[config.mk]
export PLATFORM = sky130hd
export DESIGN_NAME = lane_dly_tap_sequencer
export DESIGN_NICKNAME = d
export VERILOG_FILES = /design/src/rtl/lane_dly_tap_sequencer.sv
export SDC_FILE = /design/constraint.sdc
export NUM_CORES = 1
export LEC_CHECK = 0
export BUFFER_PORTS_ARGS = -buffer_cell sky130_fd_sc_hd__buf_2
export CORE_MARGIN = 8
export CORE_UTILIZATION = 50
export CTS_CLUSTER_SIZE = 40
export DETAILED_ROUTE_END_ITERATION = 10
export PLACE_DENSITY = 0.71
export RECOVER_POWER = 25
export SETUP_SLACK_MARGIN = 0.05
export SYNTH_ARGS = -nofsm -noshare
export SYNTH_HDL_FRONTEND = slang
export SYNTH_SLANG_ARGS = --single-unit
[constraint.sdc]
create_clock -name FAB_CLK -period 3.05 [get_ports FAB_CLK]
set_clock_uncertainty 0.15 [all_clocks]
set_input_delay 0.305 -clock FAB_CLK [delete_from_list [all_inputs] [get_ports FAB_CLK]]
set_output_delay 0.305 -clock FAB_CLK [all_outputs]
set_load 0.005 [all_outputs]
[src/rtl/lane_dly_tap_sequencer.sv]
// Lane delay-line tap sequencer: frames LOAD/MOVE actions on one RX or TX delay
// line with HS_IO_CLK_PAUSE, paces moves, and tracks both tap positions.
module lane_dly_tap_sequencer #(
    parameter int unsigned MOVE_GAP    = 4,
    parameter int unsigned PAUSE_SETUP = 2,
    parameter int unsigned MAX_TAPS    = 127,
    parameter int unsigned LOAD_TAP    = 1
) (
    input  logic       FAB_CLK,
    input  logic       RESET,
    input  logic       CMD_VALID,
    output logic       CMD_READY,
    input  logic       CMD_SEL,
    input  logic       CMD_LOAD,
    input  logic       CMD_DIR,
    input  logic [6:0] CMD_STEPS,
    input  logic       RX_DELAY_LINE_OUT_OF_RANGE,
    input  logic       TX_DELAY_LINE_OUT_OF_RANGE,
    output logic       DELAY_LINE_SEL,
    output logic       DELAY_LINE_LOAD,
    output logic       DELAY_LINE_DIRECTION,
    output logic       DELAY_LINE_MOVE,
    output logic       HS_IO_CLK_PAUSE,
    output logic       DONE,
    output logic       OOR_ERR,
    output logic [6:0] STEPS_DONE,
    output logic [6:0] RX_TAP,
    output logic [6:0] TX_TAP
);

    localparam int unsigned TAP_W = 7;
    localparam int unsigned CNT_W = 4;

    localparam logic [TAP_W-1:0] MAX_TAP_V  = TAP_W'(MAX_TAPS);
    localparam logic [TAP_W-1:0] LOAD_TAP_V = TAP_W'(LOAD_TAP);
    localparam logic [CNT_W-1:0] PAUSE_INIT = CNT_W'(PAUSE_SETUP - 1);
    localparam logic [CNT_W-1:0] GAP_INIT   = CNT_W'((MOVE_GAP > 1) ? (MOVE_GAP - 2) : 0);

    typedef enum logic [2:0] {
        S_IDLE, S_PRE, S_LOAD, S_MOVE, S_GAP, S_POST, S_FIN
    } state_e;

    state_e             state_q, state_d;
    logic [CNT_W-1:0]   cnt_q, cnt_d;
    logic [TAP_W-1:0]   rem_q, rem_d;
    logic               load_cmd_q, load_cmd_d;
    logic               sel_q, sel_d;
    logic               dir_q, dir_d;
    logic               ready_q, ready_d;
    logic               dload_q, dload_d;
    logic               move_q, move_d;
    logic               pause_q, pause_d;
    logic               done_q, done_d;
    logic               oor_q, oor_d;
    logic [TAP_W-1:0]   steps_q, steps_d;
    logic [TAP_W-1:0]   rx_q, rx_d;
    logic [TAP_W-1:0]   tx_q, tx_d;

    logic [TAP_W-1:0]   tap_sel_c;
    logic [TAP_W-1:0]   tap_nxt_c;
    logic               flag_sel_c;

    function automatic logic at_bound(input logic [TAP_W-1:0] tap, input logic up);
        return up ? (tap == MAX_TAP_V) : (tap == '0);
    endfunction

    // Next state, datapath and registered-output next values
    always_comb begin
        state_d    = state_q;
        cnt_d      = cnt_q;
        rem_d      = rem_q;
        load_cmd_d = load_cmd_q;
        sel_d      = sel_q;
        dir_d      = dir_q;
        oor_d      = oor_q;
        steps_d    = steps_q;
        rx_d       = rx_q;
        tx_d       = tx_q;

        tap_sel_c  = sel_q ? tx_q : rx_q;
        flag_sel_c = sel_q ? TX_DELAY_LINE_OUT_OF_RANGE : RX_DELAY_LINE_OUT_OF_RANGE;
        if (dir_q) begin
            tap_nxt_c = (tap_sel_c == MAX_TAP_V) ? tap_sel_c : tap_sel_c + TAP_W'(1);
        end else begin
            tap_nxt_c = (tap_sel_c == '0) ? tap_sel_c : tap_sel_c - TAP_W'(1);
        end

        unique case (state_q)
            S_IDLE: begin
                if (ready_q && CMD_VALID) begin
                    state_d    = S_PRE;
                    sel_d      = CMD_SEL;
                    dir_d      = CMD_DIR;
                    rem_d      = CMD_STEPS;
                    load_cmd_d = CMD_LOAD;
                    steps_d    = '0;
                    oor_d      = 1'b0;
                end
            end
            S_PRE: begin
                if (cnt_q == '0) begin
                    if (load_cmd_q) begin
                        state_d = S_LOAD;
                    end else if (rem_q == '0) begin
                        state_d = S_POST;
                    end else if (at_bound(tap_sel_c, dir_q)) begin
                        oor_d   = 1'b1;
                        state_d = S_POST;
                    end else begin
                        state_d = S_MOVE;
                    end
                end
            end
            S_LOAD: begin
                if (sel_q) tx_d = LOAD_TAP_V;
                else       rx_d = LOAD_TAP_V;
                state_d = S_POST;
            end
            S_MOVE: begin
                if (sel_q) tx_d = tap_nxt_c;
                else       rx_d = tap_nxt_c;
                rem_d   = rem_q - TAP_W'(1);
                steps_d = steps_q + TAP_W'(1);
                // The last move of a command closes the frame without a trailing gap
                if (rem_q == TAP_W'(1)) begin
                    state_d = S_POST;
                end else if (MOVE_GAP > 1) begin
                    state_d = S_GAP;
                end else if (flag_sel_c) begin
                    oor_d   = 1'b1;
                    state_d = S_POST;
                end else if (at_bound(tap_nxt_c, dir_q)) begin
                    oor_d   = 1'b1;
                    state_d = S_POST;
                end else begin
                    state_d = S_MOVE;
                end
            end
            S_GAP: begin
                if (cnt_q == '0) begin
                    if (flag_sel_c) begin
                        oor_d   = 1'b1;
                        state_d = S_POST;
                    end else if (rem_q == '0) begin
                        state_d = S_POST;
                    end else if (at_bound(tap_sel_c, dir_q)) begin
                        oor_d   = 1'b1;
                        state_d = S_POST;
                    end else begin
                        state_d = S_MOVE;
                    end
                end
            end
            S_POST: begin
                if (cnt_q == '0) state_d = S_FIN;
            end
            S_FIN:   state_d = S_IDLE;
            default: state_d = S_IDLE;
        endcase

        // Phase counter: reload on entry to a timed state, otherwise count down
        if (state_d != state_q) begin
            if (state_d == S_PRE || state_d == S_POST) cnt_d = PAUSE_INIT;
            else if (state_d == S_GAP)                 cnt_d = GAP_INIT;
            else                                       cnt_d = '0;
        end else if (cnt_q != '0) begin
            cnt_d = cnt_q - CNT_W'(1);
        end

        ready_d = (state_d == S_IDLE);
        dload_d = (state_d == S_LOAD);
        move_d  = (state_d == S_MOVE);
        done_d  = (state_d == S_FIN);
        pause_d = (state_d == S_PRE) || (state_d == S_LOAD) || (state_d == S_MOVE)
               || (state_d == S_GAP) || (state_d == S_POST);
    end

    always_ff @(posedge FAB_CLK) begin
        if (RESET) begin
            state_q    <= S_IDLE;
            cnt_q      <= '0;
            rem_q      <= '0;
            load_cmd_q <= 1'b0;
            sel_q      <= 1'b0;
            dir_q      <= 1'b0;
            ready_q    <= 1'b0;
            dload_q    <= 1'b0;
            move_q     <= 1'b0;
            pause_q    <= 1'b0;
            done_q     <= 1'b0;
            oor_q      <= 1'b0;
            steps_q    <= '0;
            rx_q       <= LOAD_TAP_V;
            tx_q       <= LOAD_TAP_V;
        end else begin
            state_q    <= state_d;
            cnt_q      <= cnt_d;
            rem_q      <= rem_d;
            load_cmd_q <= load_cmd_d;
            sel_q      <= sel_d;
            dir_q      <= dir_d;
            ready_q    <= ready_d;
            dload_q    <= dload_d;
            move_q     <= move_d;
            pause_q    <= pause_d;
            done_q     <= done_d;
            oor_q      <= oor_d;
            steps_q    <= steps_d;
            rx_q       <= rx_d;
            tx_q       <= tx_d;
        end
    end

    assign CMD_READY            = ready_q;
    assign DELAY_LINE_SEL       = sel_q;
    assign DELAY_LINE_LOAD      = dload_q;
    assign DELAY_LINE_DIRECTION = dir_q;
    assign DELAY_LINE_MOVE      = move_q;
    assign HS_IO_CLK_PAUSE      = pause_q;
    assign DONE                 = done_q;
    assign OOR_ERR              = oor_q;
    assign STEPS_DONE           = steps_q;
    assign RX_TAP               = rx_q;
    assign TX_TAP               = tx_q;

endmodule

==> results of run 1 <==
## layer usage
layer | GRT usage (%) | vias up | part of all wire (%)
met5 | 0 | - | 0
met1 | 22.7 | 1090 | 48
met3 | 3.77 | 7 | 5.5
met2 | 27.1 | 66 | 45
met4 | 6.42 | 0 | 1.3
li1 | - | 1203 | -
## stage by stage
stage | area, um^2 | total power [mW] | setup WS, ns | instances | hold slack (ns)
final | 2910 | 1.89 | 0.334 | 419 | 0.0857
after global routing | 2910 | 2.01 | 0.177 | 419 | 0.0921
after CTS | 2930 | 1.90 | 0.366 | 419 | 0.0791
after detailed placement | 2800 | 1.40 | 0.393 | 411 | 0.339
after global placement | 2800 | 1.39 | 0.485 | 411 | 0.318
after floorplan | 2520 | 1.24 | 0.155 | 308 | 0.291
## where the power goes
part | leakage [nW] | total (mW) | internal (mW) | switching (mW)
Clock | 0.0645 | 0.493 | 0.289 | 0.204
Sequential | 0.357 | 0.742 | 0.645 | 0.0969
Combinational | 0.643 | 0.653 | 0.275 | 0.378
Total | 1.06 | 1.89 | 1.21 | 0.679
## area by class of cell
class                           count  area, um^2  share of cell area [%]
Multi-Input combinational cell    238        1530                    52.6
Sequential cell                    44         881                    30.3
Timing Repair Buffer               50         251                    8.65
Clock buffer                        7        96.3                    3.31
Tap cell                           70        87.6                    3.01
Inverter                            9        33.8                    1.16
Clock inverter                      1        30.0                    1.03
## kinds of logic after synthesis
group	share of synthesized area (%)
xor+xnor	3.13
mux	7.30
buf+inv	4.62
fa+ha+maj	2.98
simple gates	24.9
flops	35.0
compound gates	22.1
## registers in the layout (all words and copies together), names as in the netlist
name and cells:
RX_TAP 7, STEPS_DONE 7, TX_TAP 7, rem_q 7, cnt_q 4, state_q 3
CMD_READY 1, DELAY_LINE_DIRECTION 1, DELAY_LINE_LOAD 1, DELAY_LINE_MOVE 1, DELAY_LINE_SEL 1, DONE 1
HS_IO_CLK_PAUSE 1, OOR_ERR 1, load_cmd_q 1
## path summary, 6_finish.rpt
path	end	slack [ns]	cells after the start
setup / recovery	cnt_q[1]	0.33	9
setup reg to reg	cnt_q[1]	0.33	9
hold reg to reg	load_cmd_q	0.35	2
hold / removal	load_cmd_q	0.09	3
## worst max-delay path, stage by stage, from the launching register on
cell and delay [ns]:
dfxtp_1 0.43, mux2i_1 0.13, inv_1 0.08, ha_1 0.20, nand4_1 0.24, a2111oi_4 0.55, o2bb2a_4 0.22, a21o_1 0.21
or3_1 0.33, a21oi_2 0.11
## cell usage in the layout, fill, tap and decap left out, drive strengths merged, types with 2 or more instances in the layout
| cell type | synthesis | final |
|---|---|---|
| o31ai | 5 | 5 |
| nand4b | 2 | 2 |
| nor3b | 4 | 4 |
| nand2b | 5 | 5 |
| o32a | 2 | 2 |
| clkbuf | 15 | 19 |
| mux2i | 12 | 12 |
| xnor2 | 8 | 8 |
| nand3b | 8 | 8 |
| dfxtp | 44 | 44 |
| nor4 | 2 | 2 |
| ha | 6 | 6 |
| a31oi | 4 | 4 |
| a2111oi | 2 | 2 |
| a32oi | 2 | 2 |
| nand3 | 8 | 8 |
| o41ai | 2 | 2 |
| o2111ai | 2 | 2 |
| a211oi | 5 | 5 |
| a22oi | 5 | 5 |
| and3 | 2 | 2 |
| mux2 | 5 | 5 |
| nor3 | 16 | 16 |
| buf | 2 | 38 |
| a21oi | 24 | 24 |
| o21ai | 14 | 14 |
| or3 | 3 | 3 |
| a221oi | 2 | 2 |
| nand2 | 25 | 25 |
| nor2 | 43 | 43 |
| inv | 9 | 9 |
| o21bai | 3 | 3 |
| o31a | 2 | 2 |
==> out/qor.txt, run 1 <==
H-tree levels -> 2
Die Height -> 87.0 um
Post-synth top area cell -> dfxtp_1
Initial antenna violation count -> 0
Power per cell area -> 649 nW/um^2
CTS Buffer Depth -> 2
Rows -> 26
Post-CTS Setup Bufs -> 0
# DRC -> 0
CTS sink count -> 44
FILL cells -> 484
Number of synthesized register bits -> 44
Area contributors post-synth -> dfxtp_1, nor2_1, a21oi_1, mux2i_1, nand2_1
Count leader, synth -> dfxtp_1
Cts hold-fix bufs -> 0
Leakage -> 1.06 nW
Syn Inst Count -> 308
Core ar. -> 4980 um^2
Post-DP HPWL -> 4580 um
Io pins -> 44
Vias in the first global route -> 2266
CP Max Fanout -> 6
Die Width -> 87.0 um
Unique cell type count in the Yosys netlist -> 55
Crit path DAT -> 2.80 ns
CTS root buffer -> clkbuf_8
Post-route ant nets -> 0
CP Class -> reg -> reg
CP endpoint kind -> flop
Port Buffer Count -> 43
Clock Pin Slew Worst Setup and Hold Paths -> 0.08 ns
Vias -> 2366
Gr usage total -> 17.4%
Startpoint types -> flop
Worst path required time -> 3.14 ns
Setup violators final -> 0
Starting density of the core -> 50.6%
Final Net Count -> 369
Setup TNS -> 0 ns
FFs w/ async S/R, synth -> 0%
Status -> completed
Worst slew margin -> 46.0%
Global-route wire length before repair -> 10600 um
Wirelength per Cell -> 15.2 um
CTS tree -> yes
Post-synth top flop -> dfxtp_1
Synth Net Count -> 329
Unrepaired setup endpoints after global routing -> no
Tcrit/Tclk final -> 89.0%
Synth Area per Inst -> 8.18 um^2
Seq/Total Area, Yosys -> 35.0%
GP Congestion -> 0.902
CTS resizes -> 0
Tmin final -> 2.72 ns
Launch point of the critical path -> DELAY_LINE_SEL
Max Cap Violations -> 0
Clock latency on the worst-skew pair -> 0.30 ns
Reg2reg start -> DELAY_LINE_SEL
Post-layout util -> 58.4%
Vias/cell -> 5.65
Most frequent cells after synthesis -> dfxtp_1, nor2_1, nand2_1
Routed Wire Length -> 6360 um
Layout cells sized above 1 -> 16.6%
Pin count of the biggest net entering global routing -> 48
Synth Warn # -> 0
Die Area -> 7570 um^2
Cell Area, Synth -> 2520 um^2
Share of Yosys cell area claimed by the top area cell type -> 35.0%
HP Start -> CMD_LOAD
Area growth syn-to-layout -> 15.4%
Starting DRT DRC Count -> 236
Worst-margin pin slew -> 0.810 ns
Hold Crit Class -> in -> reg
Hold Vio Cnt, Final -> 0
Drt first pass iters -> 4
EDFF count, synth -> 0
Worst VDD drop -> 0.377 mV
Maximum clock rate -> 0.368 GHz
# diodes -> 0
Num CTS Buffers -> 5
Remaining global-route overflow -> 0
Final Max Slew Viols -> 0
(Power assumes the default switching activity.)
==> run 2: changes to the inputs <==
ABC_AREA = 1   (was default)
CORE_UTILIZATION = 51   (was 50)
PLACE_DENSITY = 0.73   (was 0.71)
==> out/qor.txt, run 2 <==
Power per cell area -> 814 nW/um^2 (+25%)
GP Congestion -> 0.920 (+2.0%)
Seq/Total Area, Yosys -> 34.5% (-0.43 points)
Die Area -> 7520 um^2 (-0.61%)
Wirelength per Cell -> 12.8 um (-16%)
H-tree levels -> 2 (unchanged)
Final Max Slew Viols -> 0 (unchanged)
Setup violators final -> 0 (unchanged)
Worst-margin pin slew -> 0.736 ns (-0.0743 ns)
CP endpoint kind -> flop
CTS sink count -> 44 (unchanged)
Area contributors post-synth -> dfxtp_1, nand2_1, o21ai_0, inv_1, a21oi_1
Clock Pin Slew Worst Setup and Hold Paths -> 0.08 ns (about the same)
Synth Area per Inst -> 6.90 um^2 (-16%)
Rows -> 25 (-3.8%)
Cell area after placement -> 2840 um^2 (+1.5%)
Cts hold-fix bufs -> 0 (unchanged)
Most common cell after layout, fill and taps aside -> nand2_1
HP Start -> CMD_STEPS[3]
Most frequent cells after synthesis -> nand2_1, dfxtp_1, inv_1
Post-DP HPWL -> 4690 um (+2.5%)
Tmin final -> 2.63 ns (-0.0848 ns)
Starting DRT DRC Count -> 119 (-50%)
Unique cell type count in the Yosys netlist -> 33 (-40%)
Finished Cell Area -> 2930 um^2 (+0.86%)
Tcrit/Tclk final -> 86.3% (-2.8 points)
CTS Buffer Depth -> 2 (unchanged)
Routed Wire Length -> 6170 um (-2.9%)
Die Height -> 86.7 um (-0.30%)
# DRC -> 0 (unchanged)
Share of Yosys cell area claimed by the top area cell type -> 34.5% (-0.43 points)
Gr usage total -> 17.6% (+0.26 points)
Synth Net Count -> 391 (+19%)
Sequential power share -> 30.6% (-8.7 points)
Cell Area, Synth -> 2550 um^2 (+1.2%)
Leakage -> 1.28 nW (+20%)
Core ar. -> 4790 um^2 (-3.8%)
Post-synth top area cell -> dfxtp_1
Internal -> 1.34 mW (+11%)
Hold EP -> rem_q[3]
Net Sw Power -> 1.04 mW (+54%)
Initial antenna violation count -> 0 (unchanged)
Crit path DAT -> 2.72 ns (-0.08 ns)
Max Cap Violations -> 0 (unchanged)
Clock share of power -> 18.5% (-7.6 points)
Vias/cell -> 5.23 (-7.5%)
Vias in the first global route -> 2484 (+9.6%)
Count leader, synth -> nand2_1
Global-route wire length before repair -> 10900 um (+2.0%)
Area growth syn-to-layout -> 15.0%
Power Total -> 2.39 mW (+26%)
Worst VDD drop -> 0.565 mV (+50%)
Syn Inst Count -> 370 (+20%)
Drt first pass iters -> 4 (unchanged)
Hold Vio Cnt, Final -> 0 (unchanged)
Unrepaired setup endpoints after global routing -> no
Port Buffer Count -> 43 (unchanged)
R2R setup slack -> 0.42 ns (+0.08 ns)
CTS resizes -> 0 (unchanged)
Post-synth top flop -> dfxtp_1
Die Width -> 86.7 um (-0.30%)
CP Class -> reg -> reg
Remaining global-route overflow -> 0 (unchanged)
Num CTS Buffers -> 5 (unchanged)
Setup TNS -> 0 ns (unchanged)
# diodes -> 0 (unchanged)
Comb power frac -> 50.9% (+16 points)
CTS tree -> yes
Io pins -> 44 (unchanged)
Vias -> 2524 (+6.7%)
CP Max Fanout -> 15 (+9)
Layout cells sized above 1 -> 17.1% (+0.45 points)
Reg-to-Reg End -> cnt_q[0]
EDFF count, synth -> 0 (unchanged)
Final Net Count -> 436 (+18%)
Reg2reg start -> DELAY_LINE_SEL
Clock latency on the worst-skew pair -> 0.30 ns (about the same)
Pin count of the biggest net entering global routing -> 22 (-54%)
Status -> completed
Hold Worst Slack -> 0.123 ns (+0.0375 ns)
Leading cell types in the layout, fill and taps excluded -> nand2_1, dfxtp_1, inv_1, o21ai_0, buf_2
Number of synthesized register bits -> 44 (unchanged)
Worst slew margin -> 50.8% (+4.8 points)
CTS root buffer -> clkbuf_8
Startpoint types -> flop
Post-route ant nets -> 0 (unchanged)
Starting density of the core -> 53.3% (+2.7 points)
Worst path required time -> 3.14 ns (about the same)
Hold Crit Class -> in -> reg
Post-CTS Setup Bufs -> 0 (unchanged)
Maximum clock rate -> 0.380 GHz (+3.2%)
FFs w/ async S/R, synth -> 0% (unchanged)
Switching power share of the total -> 43.7% (+7.7 points)
R2R depth -> 18 (+9)
Synth Warn # -> 0 (unchanged)
Hold depth -> 3 (unchanged)
run 2: logic make-up after synthesis:
family          count (synthesis)  synth area share, %
compound gates                 87                 18.6
simple gates                  164                 30.9
xor+xnor                       12                 4.12
flops                          44                 34.5
buf+inv                        57                 8.88
fa+ha+maj                       6                 2.94
run 2: worst max path at each step:
| stage | end | startpoint | slack, ns |
|---|---|---|---|
| floorplan | cnt_q[0] | DELAY_LINE_SEL | 0.45 |
| global placement | cnt_q[0] | DELAY_LINE_SEL | 0.54 |
| detailed placement | cnt_q[0] | DELAY_LINE_SEL | 0.45 |
| CTS | cnt_q[0] | DELAY_LINE_SEL | 0.43 |
| global route | cnt_q[0] | DELAY_LINE_SEL | 0.07 |
| finish | cnt_q[0] | DELAY_LINE_SEL | 0.42 |
run 2: power groups by stage:
stage                     clock network, mW  registers [mW]  logic (mW)
after global placement                    0           0.740        1.19
after global routing                  0.479           0.743        1.40
after detailed placement                  0           0.742        1.20
after CTS                             0.451           0.730        1.21
final                                 0.441           0.731        1.21
after floorplan                           0           0.728       0.972
run 2: through the flow:
step | utilization [%] | worst slack, ns | cells
finish | 61.3 | 0.419 | 483
CTS | 61.6 | 0.432 | 483
detailed placement | 59.4 | 0.451 | 475
floorplan | - | 0.455 | 370
global route | 61.3 | 0.0692 | 483
global placement | 59.4 | 0.544 | 475
run 2: worst max-delay path, stage by stage, from the launching register on:
cell	delay, ns
dfxtp_1	0.32
inv_2	0.19
or2_2	0.16
o21ai_2	0.06
inv_1	0.12
ha_1	0.19
nand3_1	0.10
nor2_1	0.20
nand2_2	0.12
nand2_4	0.10
nand2_4	0.07
nand2_2	0.07
nand3_2	0.07
nand2_2	0.08
nand2_4	0.06
nor2_2	0.11
nand3_2	0.12
and2_1	0.16
nor2_1	0.09
run 2: area by class of cell:
type                    instances  area, um^2
repair buffers                 49         245
well taps                      67        83.8
clock inverters                 2        35.0
clock buffers                   6        72.6
fillers                       450        1850
inverters                      46         173
multi-input cells             269        1440
flip-flops and latches         44         881
run 2: routing by layer:
metal	share of wire (%)	global-route usage, %	wire length [um]	vias up
li1	-	-	-	1308
met1	47	21.0	2910	1148
met2	47	29.2	2900	58
met3	4.5	4.25	278	10
met4	1.4	7.67	85	0
met5	0	0	0	-
==> run 3: changes to the inputs <==
CORE_UTILIZATION = 50   (was 51)
PLACE_DENSITY = 0.71   (was 0.73)
==> out/qor.txt, run 3 (synthesized netlist as in run 2, its figures left out) <==
CTS sink count -> 44 (unchanged)
Power per cell area -> 807 nW/um^2 (-0.83%)
Clock share of power -> 18.8% (+0.3 points)
Num CTS Buffers -> 5 (unchanged)
Initial antenna violation count -> 0 (unchanged)
Tcrit/Tclk final -> 85.5% (-0.81 points)
Leading cell types in the layout, fill and taps excluded -> nand2_1, dfxtp_1, inv_1, o21ai_0, buf_2
Global-route wire length before repair -> 10200 um (-5.7%)
Layout cells sized above 1 -> 17.3% (+0.24 points)
R2R setup slack -> 0.44 ns (+0.02 ns)
FILL cells -> 534 (+19%)
Routed Wire Length -> 6000 um (-2.9%)
Setup slack after placement -> 0.472 ns (+0.0212 ns)
Post-DP HPWL -> 4630 um (-1.4%)
Most common cell after layout, fill and taps aside -> nand2_1
Worst VDD drop -> 0.533 mV (-5.6%)
Net Sw Power -> 1.03 mW (-1.0%)
Die Area -> 7640 um^2 (+1.6%)
Hold depth -> 3 (unchanged)
Pin count of the biggest net entering global routing -> 22 (unchanged)
Die Width -> 87.4 um (+0.81%)
Crit path buf inv count -> 2 (unchanged)
Status -> completed
Reg2reg start -> DELAY_LINE_SEL
Vias/cell -> 5.12 (-2.0%)
Final Max Slew Viols -> 0 (unchanged)
Internal -> 1.34 mW (-0.23%)
CP Max Fanout -> 15 (unchanged)
Reg-to-Reg End -> cnt_q[0]
CTS Buffer Depth -> 2 (unchanged)
HP Start -> CMD_STEPS[2]
Rows -> 26 (+4.0%)
Maximum clock rate -> 0.384 GHz (+0.95%)
Post-layout util -> 58.7% (-2.6 points)
Gr usage total -> 16.7% (-0.93 points)
Remaining global-route overflow -> 0 (unchanged)
Crit path DAT -> 2.70 ns (-0.02 ns)
Port Buffer Count -> 43 (unchanged)
CP cell instances -> inv_2, or2_2, o21ai_2, inv_1, ha_1, nand3_1, nor2_1, nand2_2, nand2_4, nand2_4, nand2_2, nand3_1, nand3_1, nand2_1, nand3_2, and2_1, nor2_1
Comb power frac -> 50.5% (-0.4 points)
# diodes -> 0 (unchanged)
Final Net Count -> 436 (unchanged)
CTS root buffer -> clkbuf_8
Unrepaired setup endpoints after global routing -> no
Clock latency on the worst-skew pair -> 0.30 ns (about the same)
Setup violators final -> 0 (unchanged)
Area growth syn-to-layout -> 15.3%
Cts hold-fix bufs -> 0 (unchanged)
Startpoint types -> flop
Vias -> 2488 (-1.4%)
CP most frequent cell -> nand3_1
R2R depth -> 17 (-1)
Sequential power share -> 30.8% (+0.2 points)
Tmin final -> 2.61 ns (-0.0247 ns)
Starting density of the core -> 50.9% (-2.4 points)
GP Congestion -> 0.900 (-2.2%)
CP endpoint kind -> flop
Worst-margin pin slew -> 0.779 ns (+0.0429 ns)
CP Class -> reg -> reg
Die Height -> 87.4 um (+0.81%)
Max Cap Violations -> 0 (unchanged)
Worst path required time -> 3.14 ns (about the same)
Worst path max stage delay -> 0.36 ns (+0.04 ns)
Starting DRT DRC Count -> 103 (-13%)
Hold Crit Class -> in -> reg
Post-CTS Setup Bufs -> 0 (unchanged)
H-tree levels -> 2 (unchanged)
Worst path top cell family by delay -> simple AND/OR/NAND/NOR gates
Io pins -> 44 (unchanged)
Hold Worst Slack -> 0.126 ns (+0.00328 ns)
Setup TNS -> 0 ns (unchanged)
Worst slew margin -> 47.9% (-2.9 points)
Switching power share of the total -> 43.5% (-0.20 points)
Setup WS post-layout -> 0.444 ns (+0.0247 ns)
CP max-delay cell -> dfxtp_1
Clock Pin Slew Worst Setup and Hold Paths -> 0.08 ns (about the same)
CTS tree -> yes
CTS resizes -> 0 (unchanged)
Core ar. -> 5010 um^2 (+4.7%)
Wirelength per Cell -> 12.3 um (-3.5%)
Post-route ant nets -> 0 (unchanged)
Hold EP -> rem_q[2]
Vias in the first global route -> 2308 (-7.1%)
Drt first pass iters -> 4 (unchanged)
Hold Vio Cnt, Final -> 0 (unchanged)
# DRC -> 0 (unchanged)
Layout Cells excl Fill -> 486 (+0.62%)
Leakage -> 1.28 nW (about the same)
Placed Instances -> 478 (+0.63%)
[run 3: changes by cell type in the layout (fill, tap and decap cells not counted), sizes merged]
cell and delta:
buf +1, clkbuf -2, clkinvlp +1
[run 3: stage by stage]
stage / area (um^2) / power [mW]
after floorplan: 2550 / 1.70
after global placement: 2850 / 1.93
after detailed placement: 2850 / 1.94
after CTS: 2960 / 2.39
after global routing: 2940 / 2.59
final: 2940 / 2.37
[run 3: metal layers]
| layer | track usage [%] | share of wire, % | vias to the layer above |
|---|---|---|---|
| met3 | 4.06 | 5.5 | 7 |
| met1 | 19.3 | 43 | 1112 |
| li1 | - | - | 1310 |
| met4 | 6.25 | 1.2 | 0 |
| met2 | 28.8 | 50 | 59 |
| met5 | 0 | 0 | - |
[run 3: cell type report]
class / count / area, um^2 / area share (%)
clock buffer: 5 / 68.8 / 2.34
clock inverter: 3 / 42.5 / 1.45
inverter: 46 / 173 / 5.87
multi-input combinational: 269 / 1440 / 49.1
sequential: 44 / 881 / 29.9
tap: 70 / 87.6 / 2.98
timing repair buffer: 49 / 245 / 8.34
[run 3: power groups by stage]
stage | registers [mW] | clock network [mW] | logic [mW]
6_report | 0.730 | 0.445 | 1.20
5_1_grt | 0.743 | 0.478 | 1.37
4_1_cts | 0.729 | 0.459 | 1.21
3_5_place_dp | 0.742 | 0 | 1.20
3_3_place_gp | 0.740 | 0 | 1.19
2_1_floorplan | 0.728 | 0 | 0.972
[run 3: worst max path at each step]
stage                           to      startpoint  cells after the start
final                     cnt_q[0]  DELAY_LINE_SEL                     17
after global routing      cnt_q[0]  DELAY_LINE_SEL                     18
after CTS                 cnt_q[0]  DELAY_LINE_SEL                     17
after detailed placement  cnt_q[0]  DELAY_LINE_SEL                     17
after global placement    cnt_q[0]  DELAY_LINE_SEL                     18
after floorplan           cnt_q[0]  DELAY_LINE_SEL                     18
[run 3: worst min-delay path: cells and delay by family]
family	cells	cell delay (ns)
AO/OA/AOI/OAI	1	0.07
buffers and inverters	1	0.09
AND/OR/NAND/NOR	1	0.05
